$ cat config.mk
export PLATFORM = sky130hd
export DESIGN_NAME = mem_port_arbiter
export DESIGN_NICKNAME = d
export VERILOG_FILES = /design/src/rtl/mem_port_arbiter.sv
export SDC_FILE = /design/constraint.sdc
export NUM_CORES = 1
export LEC_CHECK = 0
export BUFFER_PORTS_ARGS = -buffer_cell sky130_fd_sc_hd__buf_2
export CAP_MARGIN = 20
export CORE_ASPECT_RATIO = 0.9
export CORE_MARGIN = 1.5
export CORE_UTILIZATION = 45
export DETAILED_ROUTE_END_ITERATION = 8
export PLACE_DENSITY = 0.79
export SKIP_CTS_REPAIR_TIMING = 1
export SYNTH_ARGS = -nofsm -noshare
export SYNTH_HDL_FRONTEND = slang
export SYNTH_SLANG_ARGS = --single-unit
export TNS_END_PERCENT = 10
$ cat constraint.sdc
create_clock -name clk -period 6.4 [get_ports clk]
set_clock_uncertainty 0.1 [all_clocks]
set_input_delay 0.32 -clock clk [delete_from_list [all_inputs] [get_ports clk]]
set_output_delay 0.32 -clock clk [all_outputs]
set_load 0.02 [all_outputs]
$ cat src/rtl/mem_port_arbiter.sv
// mem_port_arbiter
//   Shares one single-port data RAM between the instruction-fetch port (read only)
//   and the MEM-stage port (load/store). Only one transaction is in flight at a time.
//   Each transaction runs IDLE -> ACCESS -> (WAIT -> RESP) -> IDLE.
//
// Optional build macro: MEM_ARB_RR_EN
//   Defined   : round-robin between the two ports on simultaneous requests.
//   Undefined : fixed priority, where the MEM port wins.
//
// Ports
//   clk, reset_n                  clock, asynchronous active-low reset
//   if_req/if_addr                fetch request; if_gnt is the combinational accept
//   if_done/if_rdata              1-cycle done pulse; registered read data
//   mem_req/mem_we/mem_addr/mem_wdata   load/store request; mem_gnt is the accept
//   mem_done/mem_rdata            done pulse (load data valid or store issued); load data
//   ram_addr_mem/ram_data_mem     RAM address and write data, non-zero only in ACCESS
//   ram_read_enable/ram_write_enable   RAM strobes, active only in ACCESS
//   ram_data                      RAM read data, valid RAM_LATENCY cycles after the strobe
//   stall_if/stall_mem            request outstanding and not yet done
module mem_port_arbiter #(
  parameter int ADDR_W      = 32,
  parameter int DATA_W      = 32,
  parameter int RAM_LATENCY = 1
) (
  input  logic              clk,
  input  logic              reset_n,
  input  logic              if_req,
  input  logic [ADDR_W-1:0] if_addr,
  output logic              if_gnt,
  output logic              if_done,
  output logic [DATA_W-1:0] if_rdata,
  input  logic              mem_req,
  input  logic              mem_we,
  input  logic [ADDR_W-1:0] mem_addr,
  input  logic [DATA_W-1:0] mem_wdata,
  output logic              mem_gnt,
  output logic              mem_done,
  output logic [DATA_W-1:0] mem_rdata,
  output logic [ADDR_W-1:0] ram_addr_mem,
  output logic [DATA_W-1:0] ram_data_mem,
  output logic              ram_read_enable,
  output logic              ram_write_enable,
  input  logic [DATA_W-1:0] ram_data,
  output logic              stall_if,
  output logic              stall_mem
);

  generate
    if (RAM_LATENCY < 1 || RAM_LATENCY > 15) begin : g_bad_latency
      $error("mem_port_arbiter: RAM_LATENCY must be in 1..15");
    end
  endgenerate

  typedef enum logic [1:0] {IDLE, ACCESS, WAIT, RESP} state_t;

  state_t     state;
  logic       owner_mem;  // 1 = MEM port owns the transaction, 0 = fetch
  logic       we_q;
  logic [3:0] cnt;
  logic       idle;
  logic       pick_mem;

  // Gate grants with reset_n so that nothing is accepted while reset is held.
  assign idle = reset_n && (state == IDLE);

`ifdef MEM_ARB_RR_EN
  logic last_mem;  // last grant went to the MEM port; reset value means fetch
  assign pick_mem = mem_req && (!if_req || !last_mem);

  always_ff @(posedge clk or negedge reset_n) begin
    if (!reset_n)                last_mem <= 1'b0;
    else if (mem_gnt || if_gnt)  last_mem <= mem_gnt;
  end
`else
  assign pick_mem = mem_req;
`endif

  assign mem_gnt   = idle && pick_mem;
  assign if_gnt    = idle && if_req && !pick_mem;
  assign stall_if  = reset_n && if_req  && !if_done;
  assign stall_mem = reset_n && mem_req && !mem_done;

  // The RAM-side outputs and the done pulses are registered. They are loaded on
  // the edge that enters the state where they must be visible. The registered
  // address and data also hold the latched request for the ACCESS cycle.
  always_ff @(posedge clk or negedge reset_n) begin
    if (!reset_n) begin
      state            <= IDLE;
      owner_mem        <= 1'b0;
      we_q             <= 1'b0;
      cnt              <= '0;
      if_done          <= 1'b0;
      mem_done         <= 1'b0;
      if_rdata         <= '0;
      mem_rdata        <= '0;
      ram_addr_mem     <= '0;
      ram_data_mem     <= '0;
      ram_read_enable  <= 1'b0;
      ram_write_enable <= 1'b0;
    end else begin
      if_done          <= 1'b0;
      mem_done         <= 1'b0;
      ram_addr_mem     <= '0;
      ram_data_mem     <= '0;
      ram_read_enable  <= 1'b0;
      ram_write_enable <= 1'b0;
      case (state)
        IDLE: begin
          if (mem_gnt || if_gnt) begin
            owner_mem    <= mem_gnt;
            we_q         <= mem_gnt && mem_we;
            ram_addr_mem <= mem_gnt ? mem_addr  : if_addr;
            ram_data_mem <= mem_gnt ? mem_wdata : '0;
            if (mem_gnt && mem_we) begin
              ram_write_enable <= 1'b1;
              mem_done         <= 1'b1;  // a store completes in its ACCESS cycle
            end else begin
              ram_read_enable  <= 1'b1;
            end
            state <= ACCESS;
          end
        end
        ACCESS: begin
          cnt   <= 4'(RAM_LATENCY);
          state <= we_q ? IDLE : WAIT;
        end
        WAIT: begin
          cnt <= cnt - 4'd1;
          if (cnt == 4'd1) begin
            if (owner_mem) begin
              mem_rdata <= ram_data;
              mem_done  <= 1'b1;
            end else begin
              if_rdata  <= ram_data;
              if_done   <= 1'b1;
            end
            state <= RESP;
          end
        end
        RESP: state <= IDLE;
        default: state <= IDLE;
      endcase
    end
  end

endmodule

# --- Word-level counts from Yosys, hierarchy flattened ---
# Index checks and enable logic that the tools add are counted.
word_totals:
  regBits: 140
  output_inout_bits: 136
  elab_cells: 62
classes:
  add_sub_neg: 1
  eq_ne: 6
  n_mux: 23
  bitwise: 1
  reduce_logical: 19
ops:
  columns: ["operator", "count"]
  rows:
  - ["$mux 32", 6]
  - ["$mux 1", 11]
  - ["$logic_and 1x1->1", 9]
  - ["$pmux 2 s4", 1]
  - ["$pmux 4 s2", 1]
  - ["$mux 2", 3]
  - ["$reduce_and 3->1", 2]
  - ["$eq 2x2->1 const B", 2]
  - ["$eq 4x1->1 const B", 1]
  - ["$reduce_and 2->1", 2]
  - ["$sub 4x1->4 const B", 1]
  - ["$logic_not 1->1", 3]
  - ["$eq 2x1->1 const B", 1]
  - ["$logic_not 2->1", 1]
  - ["$ne 2x1->1 const B", 1]
  - ["$ne 2x2->1 const B", 1]
  - ["$pmux 1 s2", 1]
  - ["$reduce_bool 2->1", 1]
  - ["$logic_or 1x1->1", 1]
  - ["$not 1->1", 1]

# --- Longest topological paths before layout ---
# Gate-level depths: netlist of run 1.
logic_depth:
  word_depth: 7
  depth_mapped: 7

# --- Worst setup path before layout of run 1 ---
# No wires, ideal clock.
synth_timing:
  kind: "reg-to-reg"
  startpoint: "register cnt[1]"
  endpoint: "register mem_rdata[10]"
  setup_ps: 125
  arrival_time_ps: 1834
  t_required_ps: 6175
  path_slack_ps: 4341
  path_stages_with_launch: 8
  n_path_buf: 2
  path_cell_list: "dfrtp_1 -> inv_1 -> ha_1 -> or3b_4 -> or3_1 -> buf_6 -> buf_12 -> mux2_4"
synth_via:
  elab_chain_len: 2
synth_rtl:
  columns: ["item", "line_no", "source"]
  rows:
  - ["from (decl)", "59", "logic [3:0] cnt;"]
  - ["from (signal assigned)", "124", "cnt <= 4'(RAM_LATENCY);"]
  - ["from (signal assigned)", "128", "cnt <= cnt - 4'd1;"]
  - ["$eq 4x1->1", "129", "if (cnt == 4'd1) begin"]
  - ["$reduce_and 3->1 (no line)", null, null]
  - ["to (signal assigned)", "131", "mem_rdata <= ram_data;"]
  - ["to (decl)", "38", "output logic [DATA_W-1:0] mem_rdata,"]
# Every way passes these cells.
# A chain may end at the register's enable or synchronous reset.

# --- Worst setup path after layout of run 1 ---
layout_timing:
  startpoint: "input port reset_n"
  endpoint: "output port stall_mem"
layout_via:
  elab_chain_len: 2
layout_rtl:
  columns: ["item", "line_no", "source"]
  rows:
  - ["from (decl)", "26", "input logic reset_n,"]
  - ["$logic_and 1x1->1 (2 in a row)", "81", "assign stall_mem = reset_n && mem_req && !mem_done;"]
  - ["to (decl)", "45", "output logic stall_mem"]
# Every way passes these cells.

==> summary.txt, run 1 <==
Detailed routing
  • DR pass1 iterations: 5
  • # DRC: 0
  • Vias per cell: just under 5
  • ANT nets after route: 0
  • Avg WL per Cell: ~17 µm
  • Starting DRT DRC Count: approximately 200
  • Via count: 3751
  • Post-Route WL: 13.1 mm

Place
  • Cells after DPL: 745
  • Placed wire-length estimate: between 9 and 10 mm
  • Port bufs: around 270
  • Global placer's final weighted congestion: roughly 0.81

Floorplanning
  • Die ar.: 12300 µm²
  • Starting Density: between 40% and 50%
  • Die Height: 105 µm
  • Row Count: 37
  • Top Ports: about 270
  • Core area: roughly 11000 µm²
  • Chip width: around 120 µm

Global route
  • Largest net degree at the start of global routing: slightly above 90
  • Initial antenna violation count: 0
  • Vias in the first global route: 3820
  • First-pass GRT wire length: 19.1 mm
  • GRT Total Usage: roughly a fifth
  • Grt ovf: 0

Setup path
  • CP arrival: ~2.6 ns
  • Type of element launching the critical path: input port
  • Crit path kind: input port to output port
  • Critical Path RT: approximately 6.0 ns
  • Worst-path fanout max: 90
  • Worst setup EP type: output port

Logic synthesis
  • Synthesized Nets: 473
  • Mean post-synth cell area: about 16 µm²
  • Synth Register Bits: 140
  • Distinct cell type count after synthesis: 28
  • Seq/Total Area, Yosys: about two thirds
  • Synth warn: 0
  • Post-Syn Area: around 5200 µm²
  • Top-area cell type share of the netlist area: about 67%
  • Post-Synthesis Cells: roughly 340
  • Cell taking the most area after synthesis: dfrtp_1
  • Main area contributors after synthesis: dfrtp_1 67%, mux2_4 8.3%, mux2_2 7.5%, a22o_1 5.5%, and2_1 3.8%

STA
  • Final setup fails: 0
  • Max Transition Viols Final: 0
  • Hold Fails Final Rpt: 1
  • Max-slew headroom: 29.9%
  • FMAX: about 330 MHz
  • Setup TNS: 0 ns
  • Period utilization: between 40% and 50%
  • Unrepaired setup endpoints after global routing: no
  • Worst-margin pin slew: roughly 1.1 ns
  • Min Hold Slack: -0.00149 ns
  • Min Clock Period, post-route: 3.06 ns

Finish
  • Final #Nets: 750
  • ANT cells: 0
  • Multi-input logic area: approximately 1600 µm²
  • Most frequent cells in the layout: 267 x buf_2, 140 x dfrtp_1, 35 x mux2_2
  • Area Overhead vs Synth: 39.5%
  • Commonest non-fill, non-tap cell in the layout: buf_2
  • Finished Layout Cells: 781
  • Flip-flop and latch area: between 3000 and 4000 µm²
  • Layout cells sized above 1: roughly three fifths
  • Final core occ: approximately 64%
  • Fillers: just under 900

Run status
  • Violated checks: negative hold slack
  • Status: finished, violations left

Job
  • Max Cap Viol: 0

Clocking
  • CTS tree: built
  • Worst-Skew Late Latency: between 0.4 and 0.5 ns
  • Num CTS Buffers: 17
  • Root buf cell: clkbuf_16
  • CTS Sinks: 140
  • H-Tree Depth: 4
  • Clk buf depth: 2
  • Clk pin slew, worst setup/hold paths: approximately 0.06 ns

Min path
  • Hold crit path type: input port to flip-flop

Pwr
  • Static Leak: approximately 4 nW
  • Pwr/cell area: between 400 and 500 nW/µm²
  • VDD IR-drop max: around 0.21 mV
[sequential cells by signal, indices dropped and copies added (netlist names), named ones only]
signal,count
if_rdata,32
mem_rdata,32
ram_addr_mem,32
ram_data_mem,32
cnt,4
if_done,1
mem_done,1
owner_mem,1
ram_read_enable,1
ram_write_enable,1
state,1
we_q,1
[metal layers]
layer	vias up	wire length (µm)	track usage, %
met4	0	522	11.7
li1	1715	-	-
met3	34	1010	6.73
met1	1815	4610	20.5
met2	187	6970	38.7
met5	-	0	0
[cell usage after synthesis]
master and n:
dfrtp_1 140, mux2_2 35, a22o_1 33, and2_1 32, mux2_4 29, clkbuf_1 10
inv_1 9, nand2_1 8, ha_1 5, o21ai_0 5, buf_12 3, buf_2 3
nand3_1 3, nor2_1 3, nor3_1 3, or3_1 2, a21oi_1 1, a221oi_1 1
a22oi_1 1, buf_6 1, mux2i_1 1, nand2b_1 1, nor2b_1 1, nor3_2 1
o211ai_1 1, o22a_1 1, o22ai_1 1, or3b_4 1
[final cells by class]
cell class | instances | share of cell area (%)
Tap cell | 156 | 2.67
Inverter | 9 | 0.462
Clock inverter | 14 | 1.99
Clock buffer | 18 | 5.87
Multi-Input combinational cell | 169 | 21.7
Sequential cell | 140 | 47.9
Timing Repair Buffer | 275 | 19.4
[cell families after synthesis]
family,synth area share (%)
AO/OA/AOI/OAI,6.83
adder cells (fa/ha/maj),1.19
buffers and inverters,3.01
flip-flops,66.9
multiplexers,16.0
AND/OR/NAND/NOR,6.07
[worst paths after layout]
check / startpoint / cells past startpoint / slack [ns] / to
max in group asynchronous: reset_n / 3 / 4.53 / if_rdata[10]$_DFFE_PN0P_
setup reg to reg: state[0]$_DFFE_PN0P_ / 5 / 3.77 / mem_rdata[3]$_DFFE_PN0P_
hold reg to reg: we_q$_DFFE_PN0P_ / 2 / 0.38 / we_q$_DFFE_PN0P_
min in group asynchronous: reset_n / 2 / 0.44 / mem_rdata[4]$_DFFE_PN0P_
hold / removal: mem_wdata[31] / 2 / -0.001 / ram_data_mem[31]$_DFF_PN0_
setup / recovery: reset_n / 6 / 3.34 / stall_mem
[worst max-delay path, stage by stage]
cell,delay [ns]
dlygate4sd3_1,0.56
buf_6,0.59
buf_4,0.68
nand2_1,0.11
nor2_1,0.09
buf_2,0.20
[power by group]
group	switching [mW]	total [mW]	internal (mW)
Sequential	0.149	1.32	1.17
Combinational	0.716	1.28	0.564
Clock	0.366	0.938	0.572
[stage by stage]
stage / setup WS (ns) / power [mW] / cell area (µm²)
2_1_floorplan: 4.34 / 2.15 / 5240
3_3_place_gp: 3.60 / 2.54 / 6690
3_5_place_dp: 3.47 / 2.60 / 6690
4_1_cts: 3.28 / 3.56 / 7260
5_1_grt: 3.01 / 3.71 / 7310
6_report: 3.34 / 3.53 / 7310
Power figures use the tool's default switching activity.
==> inputs of run 2 (changes only) <==
Clock period 6.4 ns to 3 ns, I/O delays scaled along.
==> run 2 against run 1 <==
  * The flow still finishes with violations (negative hold slack)
  * Critical path depth increased by 1
  * Final area rose by 18%
  * Clock-buffer cell count up 8
  * Worst setup slack got worse by 2.9 ns
  * Hold slack got worse by 0.0089 ns
  * Combinational power up 130%
  * Global-route usage increased by 0.41 points
  * Core utilization increased by 11 points
  * Register-to-register slack got worse by 3.4 ns
  * Power increased by 120%
  * Die area did not move
  * Largest power group is now combinational logic
==> summary.txt, run 2 (same netlist as run 1, synthesis figures left out) <==
Finish
  • Finished Layout Cells: 912 (was 781)
  • Most frequent cells in the layout: 267 x buf_2, 140 x dfrtp_1, 132 x dlygate4sd3_1 (was 267 x buf_2, 140 x dfrtp_1, 35 x mux2_2)
  • Area Overhead vs Synth: 64.2% (was 39.5%)
  • Commonest non-fill, non-tap cell in the layout: buf_2 (unchanged)
  • Design Area, Final: 8600 µm² (was 7310 µm²)
  • ANT cells: 0 (unchanged)
  • Layout cells sized above 1: 48.5% (was 59.4%)
  • Final #Nets: 881 (was 750)

Setup path
  • CP max stage delay: 0.60 ns (was 0.68 ns)
  • Type of element launching the critical path: flip-flop (was input port)
  • Worst path cell trace: inv_1 -> ha_1 -> nand3_1 -> inv_1 -> buf_4 -> a22o_1 -> dlygate4sd3_1 (was dlygate4sd3_1 -> buf_6 -> buf_4 -> nand2_1 -> nor2_1 -> buf_2)
  • Worst setup EP type: flip-flop (was output port)
  • Worst Reg-to-Reg Cells: 7 (was 5)
  • CP most frequent cell: inv_1
  • Crit path kind: flip-flop to flip-flop (was input port to output port)
  • Worst-path fanout max: 65 (was 90)
  • CP arrival: 2.85 ns (was 2.64 ns)
  • Slowest cell on crit path: dlygate4sd3_1 (was buf_4)
  • Critical Path RT: 3.24 ns (was 5.98 ns)

STA
  • Max-slew headroom: 54.1% (was 29.9%)
  • FMAX: between 300 and 400 MHz
  • Final setup fails: 0 (unchanged)
  • Worst-margin pin slew: 0.688 ns (was 1.05 ns)
  • Setup TNS: 0 ns (unchanged)
  • Max Transition Viols Final: 0 (unchanged)
  • Min Hold Slack: -0.0104 ns (was -0.00149 ns)
  • Unrepaired setup endpoints after global routing: no (unchanged)
  • Period utilization: 86.9%
  • Hold Fails Final Rpt: 1 (unchanged)
  • Min Clock Period, post-route: 2.61 ns

Global route
  • GRT Total Usage: 21.5% (was 21.1%)
  • Grt ovf: 0 (unchanged)
  • Largest net degree at the start of global routing: 66 (was 91)
  • Vias in the first global route: 3753 (was 3820)
  • Initial antenna violation count: 0 (unchanged)
  • First-pass GRT wire length: 19.2 mm (was 19.1 mm)

Detailed routing
  • Starting DRT DRC Count: 233 (was 196)
  • ANT nets after route: 0 (unchanged)
  • # DRC: 0 (unchanged)
  • Vias per cell: 5.00 (was 4.80)
  • Avg WL per Cell: 19.3 µm (was 16.8 µm)
  • DR pass1 iterations: 4 (was 5)
  • Post-Route WL: 17.6 mm (was 13.1 mm)
  • Via count: 4557 (was 3751)

Pwr
  • Flop pwr share: 36.7% (was 37.2%)
  • VDD IR-drop max: 0.392 mV (was 0.212 mV)
  • Cell Int Power: 5.04 mW (was 2.30 mW)
  • P_sw: 2.71 mW (was 1.23 mW)
  • Comb power frac: 38.3% (was 36.2%)
  • Switching share of power: 35.0% (was 34.8%)
  • Total chip power: 7.75 mW (was 3.53 mW)
  • Static Leak: 4.63 nW (was 4.01 nW)
  • Clk network pwr share: 25.1% (was 26.6%)
  • Pwr/cell area: 901 nW/µm² (was 483 nW/µm²)

Place
  • Dpl cell area: 6740 µm² (was 6690 µm²)
  • Global placer's final weighted congestion: 0.825 (was 0.811)
  • Cells after DPL: 748 (was 745)
  • Placed wire-length estimate: 9.85 mm (was 9.52 mm)
  • Port bufs: 268 (unchanged)

Job
  • Max Cap Viol: 0 (unchanged)

Floorplanning
  • Die ar.: 12300 µm² (unchanged)
  • Starting Density: 46.0% (unchanged)
  • Die Height: 105 µm (unchanged)
  • Row Count: 37 (unchanged)
  • Core area: 11400 µm² (unchanged)
  • Top Ports: 269 (unchanged)
  • Chip width: 117 µm (unchanged)

Min path
  • Hold crit path type: input port to flip-flop (unchanged)
  • Worst Hold Path Cells: 3 (was 2)

Clocking
  • Clk pin slew, worst setup/hold paths: 0.06 ns (about the same)
  • Worst-Skew Late Latency: 0.42 ns (about the same)
  • H-Tree Depth: 4 (unchanged)
  • Num CTS Buffers: 17 (unchanged)
  • CTS Sinks: 140 (unchanged)
  • CTS tree: built (unchanged)
  • Clk buf depth: 2 (unchanged)
  • Root buf cell: clkbuf_16 (unchanged)

Run status
  • Status: finished, violations left (unchanged)
  • Violated checks: negative hold slack (unchanged)
run 2: cell types whose count changed in the layout (fill, tap and decap cells not counted), moves of 2 or more:
cell	delta
buf_12	+2
clkbuf_1	+6
clkbuf_8	+2
clkinv_2	-2
clkinv_4	-2
dlygate4sd3_1	+129
inv_6	-2
run 2: area by class of cell:
| cell class | count | area [µm²] |
|---|---|---|
| Timing Repair Buffer | 406 | 2740 |
| Clock inverter | 6 | 62.6 |
| Sequential cell | 140 | 3500 |
| Fill cell | 658 | 2790 |
| Clock buffer | 26 | 479 |
| Tap cell | 156 | 195 |
| Inverter | 9 | 33.8 |
| Multi-Input combinational cell | 169 | 1590 |
run 2: worst paths after layout:
check / startpoint / end / slack [ns]
max in group asynchronous: reset_n / if_rdata[0]$_DFFE_PN0P_ / 1.00
min in group asynchronous: reset_n / ram_addr_mem[14]$_DFF_PN0_ / 0.19
setup reg to reg: state[0]$_DFFE_PN0P_ / ram_addr_mem[30]$_DFF_PN0_ / 0.39
hold / removal: mem_req / owner_mem$_DFFE_PN0P_ / -0.01
hold reg to reg: we_q$_DFFE_PN0P_ / we_q$_DFFE_PN0P_ / 0.39
setup / recovery: state[0]$_DFFE_PN0P_ / ram_addr_mem[30]$_DFF_PN0_ / 0.39
run 2: metal layers:
layer,track usage (%),vias to the layer above,share of wire (%),wire (µm)
met5,0,-,0,0
li1,-,1988,-,-
met4,9.81,0,4.1,718
met2,36.5,266,52,9140
met3,7.88,54,6.9,1220
met1,23.9,2249,37,6540
run 2: power by group through the flow:
stage | Clock, mW | Sequential, mW | Combinational, mW
floorplan | 0 | 3.48 | 1.11
global route | 2.04 | 2.89 | 3.15
global placement | 0 | 2.80 | 2.63
detailed placement | 0 | 2.84 | 2.72
finish | 1.94 | 2.84 | 2.97
CTS | 1.96 | 2.82 | 2.73
run 2: through the flow:
stage	setup slack, ns	hold slack [ns]	util [%]
3_5_place_dp	0.528	0.00774	59.2
3_3_place_gp	0.612	0.00214	59.2
5_1_grt	0.261	-0.00630	75.5
2_1_floorplan	0.941	-0.246	-
4_1_cts	0.521	-0.444	63.9
6_report	0.394	-0.0104	75.5
run 2: critical path: cells and delay by family, from the launching register on:
kind	cells	cell delay [ns]
compound gates	1	0.25
fa+ha+maj	1	0.29
buf+inv	4	1.32
flops	1	0.39
simple gates	1	0.16
==> inputs of run 3 (changes only) <==
Settings changed: CORE_UTILIZATION 45 to 41, PLACE_DENSITY 0.79 to 0.76.
Clock period 3 ns to 2.3 ns, I/O delays scaled along.
==> run 3 against run 2 <==
  * The flow now finishes without violations
  * Via count fell by 2.1%
  * Global-route usage is 2.2 points lower
  * Combinational power grew 30%
  * Hold slack improved by 0.28 ns
  * Critical path type unchanged
  * Critical endpoint is now ram_addr_mem[14]$_DFF_PN0_
  * Largest power group unchanged
==> summary.txt, run 3 (same netlist as run 1, synthesis figures left out) <==
Run status
  • Status: finished clean (was finished, violations left)

Global route
  • First-pass GRT wire length: 19.0 mm (was 19.2 mm)
  • GRT Total Usage: 19.3% (was 21.5%)
  • Grt ovf: 0 (unchanged)
  • Vias in the first global route: 3652 (was 3753)
  • Largest net degree at the start of global routing: 54 (was 66)
  • Initial antenna violation count: 0 (unchanged)

Setup path
  • Slowest cell on crit path: dlygate4sd3_1 (unchanged)
  • Critical Path RT: 2.55 ns (was 3.24 ns)
  • CP most frequent cell: inv_1 (unchanged)
  • CP max stage delay: 0.58 ns (was 0.60 ns)
  • Worst-path fanout max: 53 (was 65)
  • Crit path kind: flip-flop to flip-flop (unchanged)
  • Worst path cell trace: inv_1 -> ha_2 -> nand3_1 -> inv_1 -> buf_12 -> a22o_1 -> dlygate4sd3_1 (was inv_1 -> ha_1 -> nand3_1 -> inv_1 -> buf_4 -> a22o_1 -> dlygate4sd3_1)
  • Worst setup EP type: flip-flop (unchanged)
  • CP arrival: 2.51 ns (was 2.85 ns)
  • Type of element launching the critical path: flip-flop (unchanged)

STA
  • Min Hold Slack: 0.265 ns (was -0.0104 ns)
  • Hold Fails Final Rpt: 0 (was 1)
  • PnR worst setup slack: 0.0427 ns (was 0.394 ns)
  • FMAX: 443 MHz (was 384 MHz)
  • Worst-margin pin slew: 0.644 ns (was 0.688 ns)
  • Max Transition Viols Final: 0 (unchanged)
  • Period utilization: 98.1% (was 86.9%)
  • Min Clock Period, post-route: 2.26 ns (was 2.61 ns)
  • Final setup fails: 0 (unchanged)
  • Max-slew headroom: 57.1% (was 54.1%)

Finish
  • Finished Layout Cells: 921 (was 912)
  • Final #Nets: 886 (was 881)
  • Final core occ: 70.8% (was 75.5%)
  • Commonest non-fill, non-tap cell in the layout: buf_2 (unchanged)
  • Design Area, Final: 8690 µm² (was 8600 µm²)
  • Most frequent cells in the layout: 267 x buf_2, 140 x dfrtp_1, 134 x dlygate4sd3_1 (was 267 x buf_2, 140 x dfrtp_1, 132 x dlygate4sd3_1)
  • Layout cells sized above 1: 49.3% (was 48.5%)
  • ANT cells: 0 (unchanged)
  • Area Overhead vs Synth: 65.8% (was 64.2%)

Clocking
  • Root buf cell: clkbuf_16 (unchanged)
  • Worst-Skew Late Latency: 0.42 ns (about the same)
  • Clk pin slew, worst setup/hold paths: 0.06 ns (about the same)
  • H-Tree Depth: 4 (unchanged)
  • CTS Sinks: 140 (unchanged)
  • CTS tree: built (unchanged)
  • Num CTS Buffers: 17 (unchanged)
  • Clk buf depth: 2 (unchanged)

Detailed routing
  • Avg WL per Cell: 18.1 µm (was 19.3 µm)
  • Vias per cell: 4.84 (was 5.00)
  • # DRC: 0 (unchanged)
  • Via count: 4461 (was 4557)
  • Starting DRT DRC Count: 152 (was 233)
  • Post-Route WL: 16.7 mm (was 17.6 mm)
  • ANT nets after route: 0 (unchanged)
  • DR pass1 iterations: 4 (unchanged)

Floorplanning
  • Die Height: 110 µm (was 105 µm)
  • Core area: 12300 µm² (was 11400 µm²)
  • Top Ports: 269 (unchanged)
  • Chip width: 122 µm (was 117 µm)
  • Die ar.: 13500 µm² (was 12300 µm²)
  • Starting Density: 42.7% (was 46.0%)
  • Row Count: 38 (was 37)

Pwr
  • VDD IR-drop max: 0.553 mV (was 0.392 mV)
  • Pwr/cell area: 1160 nW/µm² (was 901 nW/µm²)
  • Static Leak: 4.67 nW (was 4.63 nW)

Place
  • Port bufs: 268 (unchanged)
  • Setup WS pre-CTS: 0.0785 ns (was 0.528 ns)
  • Cells after DPL: 755 (was 748)
  • Placed wire-length estimate: 9.99 mm (was 9.85 mm)
  • Global placer's final weighted congestion: 0.854 (was 0.825)
  • Dpl cell area: 6780 µm² (was 6740 µm²)

Job
  • Max Cap Viol: 0 (unchanged)

Min path
  • Hold crit path type: input port to asynchronous set/reset pin (was input port to flip-flop)
==> run 3: cell count changes in the layout (fill, tap and decap cells not counted), sizes merged <==
cell / previous run / this run
buf: 274 / 277
clkbuf: 26 / 22
clkinv: 2 / 8
clkinvlp: 3 / 1
dlygate4sd3: 132 / 134
==> run 3: final timing paths <==
kind | to | startpoint | cells after the start | slack [ns]
min in group clk | ram_data_mem[21]$_DFF_PN0_ | mem_wdata[21] | 3 | 0.34
min reg2reg | we_q$_DFFE_PN0P_ | we_q$_DFFE_PN0P_ | 2 | 0.37
min | mem_rdata[27]$_DFFE_PN0P_ | reset_n | 3 | 0.26
max in group asynchronous | ram_addr_mem[1]$_DFF_PN0_ | reset_n | 3 | 1.34
max | ram_addr_mem[14]$_DFF_PN0_ | state[0]$_DFFE_PN0P_ | 7 | 0.04
max reg2reg | ram_addr_mem[14]$_DFF_PN0_ | state[0]$_DFFE_PN0P_ | 7 | 0.04
==> run 3: worst max-delay path, delay by kind of cell (launching register included) <==
kind | cells | cell delay [ns]
flops | 1 | 0.40
simple gates | 1 | 0.15
compound gates | 1 | 0.20
buf+inv | 4 | 1.08
fa+ha+maj | 1 | 0.25
==> run 3: through the flow <==
stage,power [mW],setup TNS (ns)
2_1_floorplan,5.99,0
3_3_place_gp,7.12,0
3_5_place_dp,7.27,0
4_1_cts,9.83,0
5_1_grt,10.6,-0.271
6_report,10.1,0
==> run 3: power breakdown <==
group | internal, mW | switching (mW)
logic | 1.81 | 2.04
clock network | 1.54 | 1.00
registers | 3.25 | 0.436
total | 6.60 | 3.48
==> run 3: cell type report <==
type | count | area, µm²
clock buffers | 22 | 464
clock inverters | 10 | 92.6
fillers | 798 | 3580
inverters | 9 | 33.8
multi-input cells | 169 | 1590
flip-flops and latches | 140 | 3500
well taps | 160 | 200
repair buffers | 411 | 2800
==> run 3: routing by layer <==
metal  global-route usage [%]  up-vias  wire, µm
li1                         -     1998         -
met1                     22.0     2188      6290
met2                     33.0      232      8520
met3                     7.36       43      1250
met4                     7.39        0       643
met5                        0        -         0
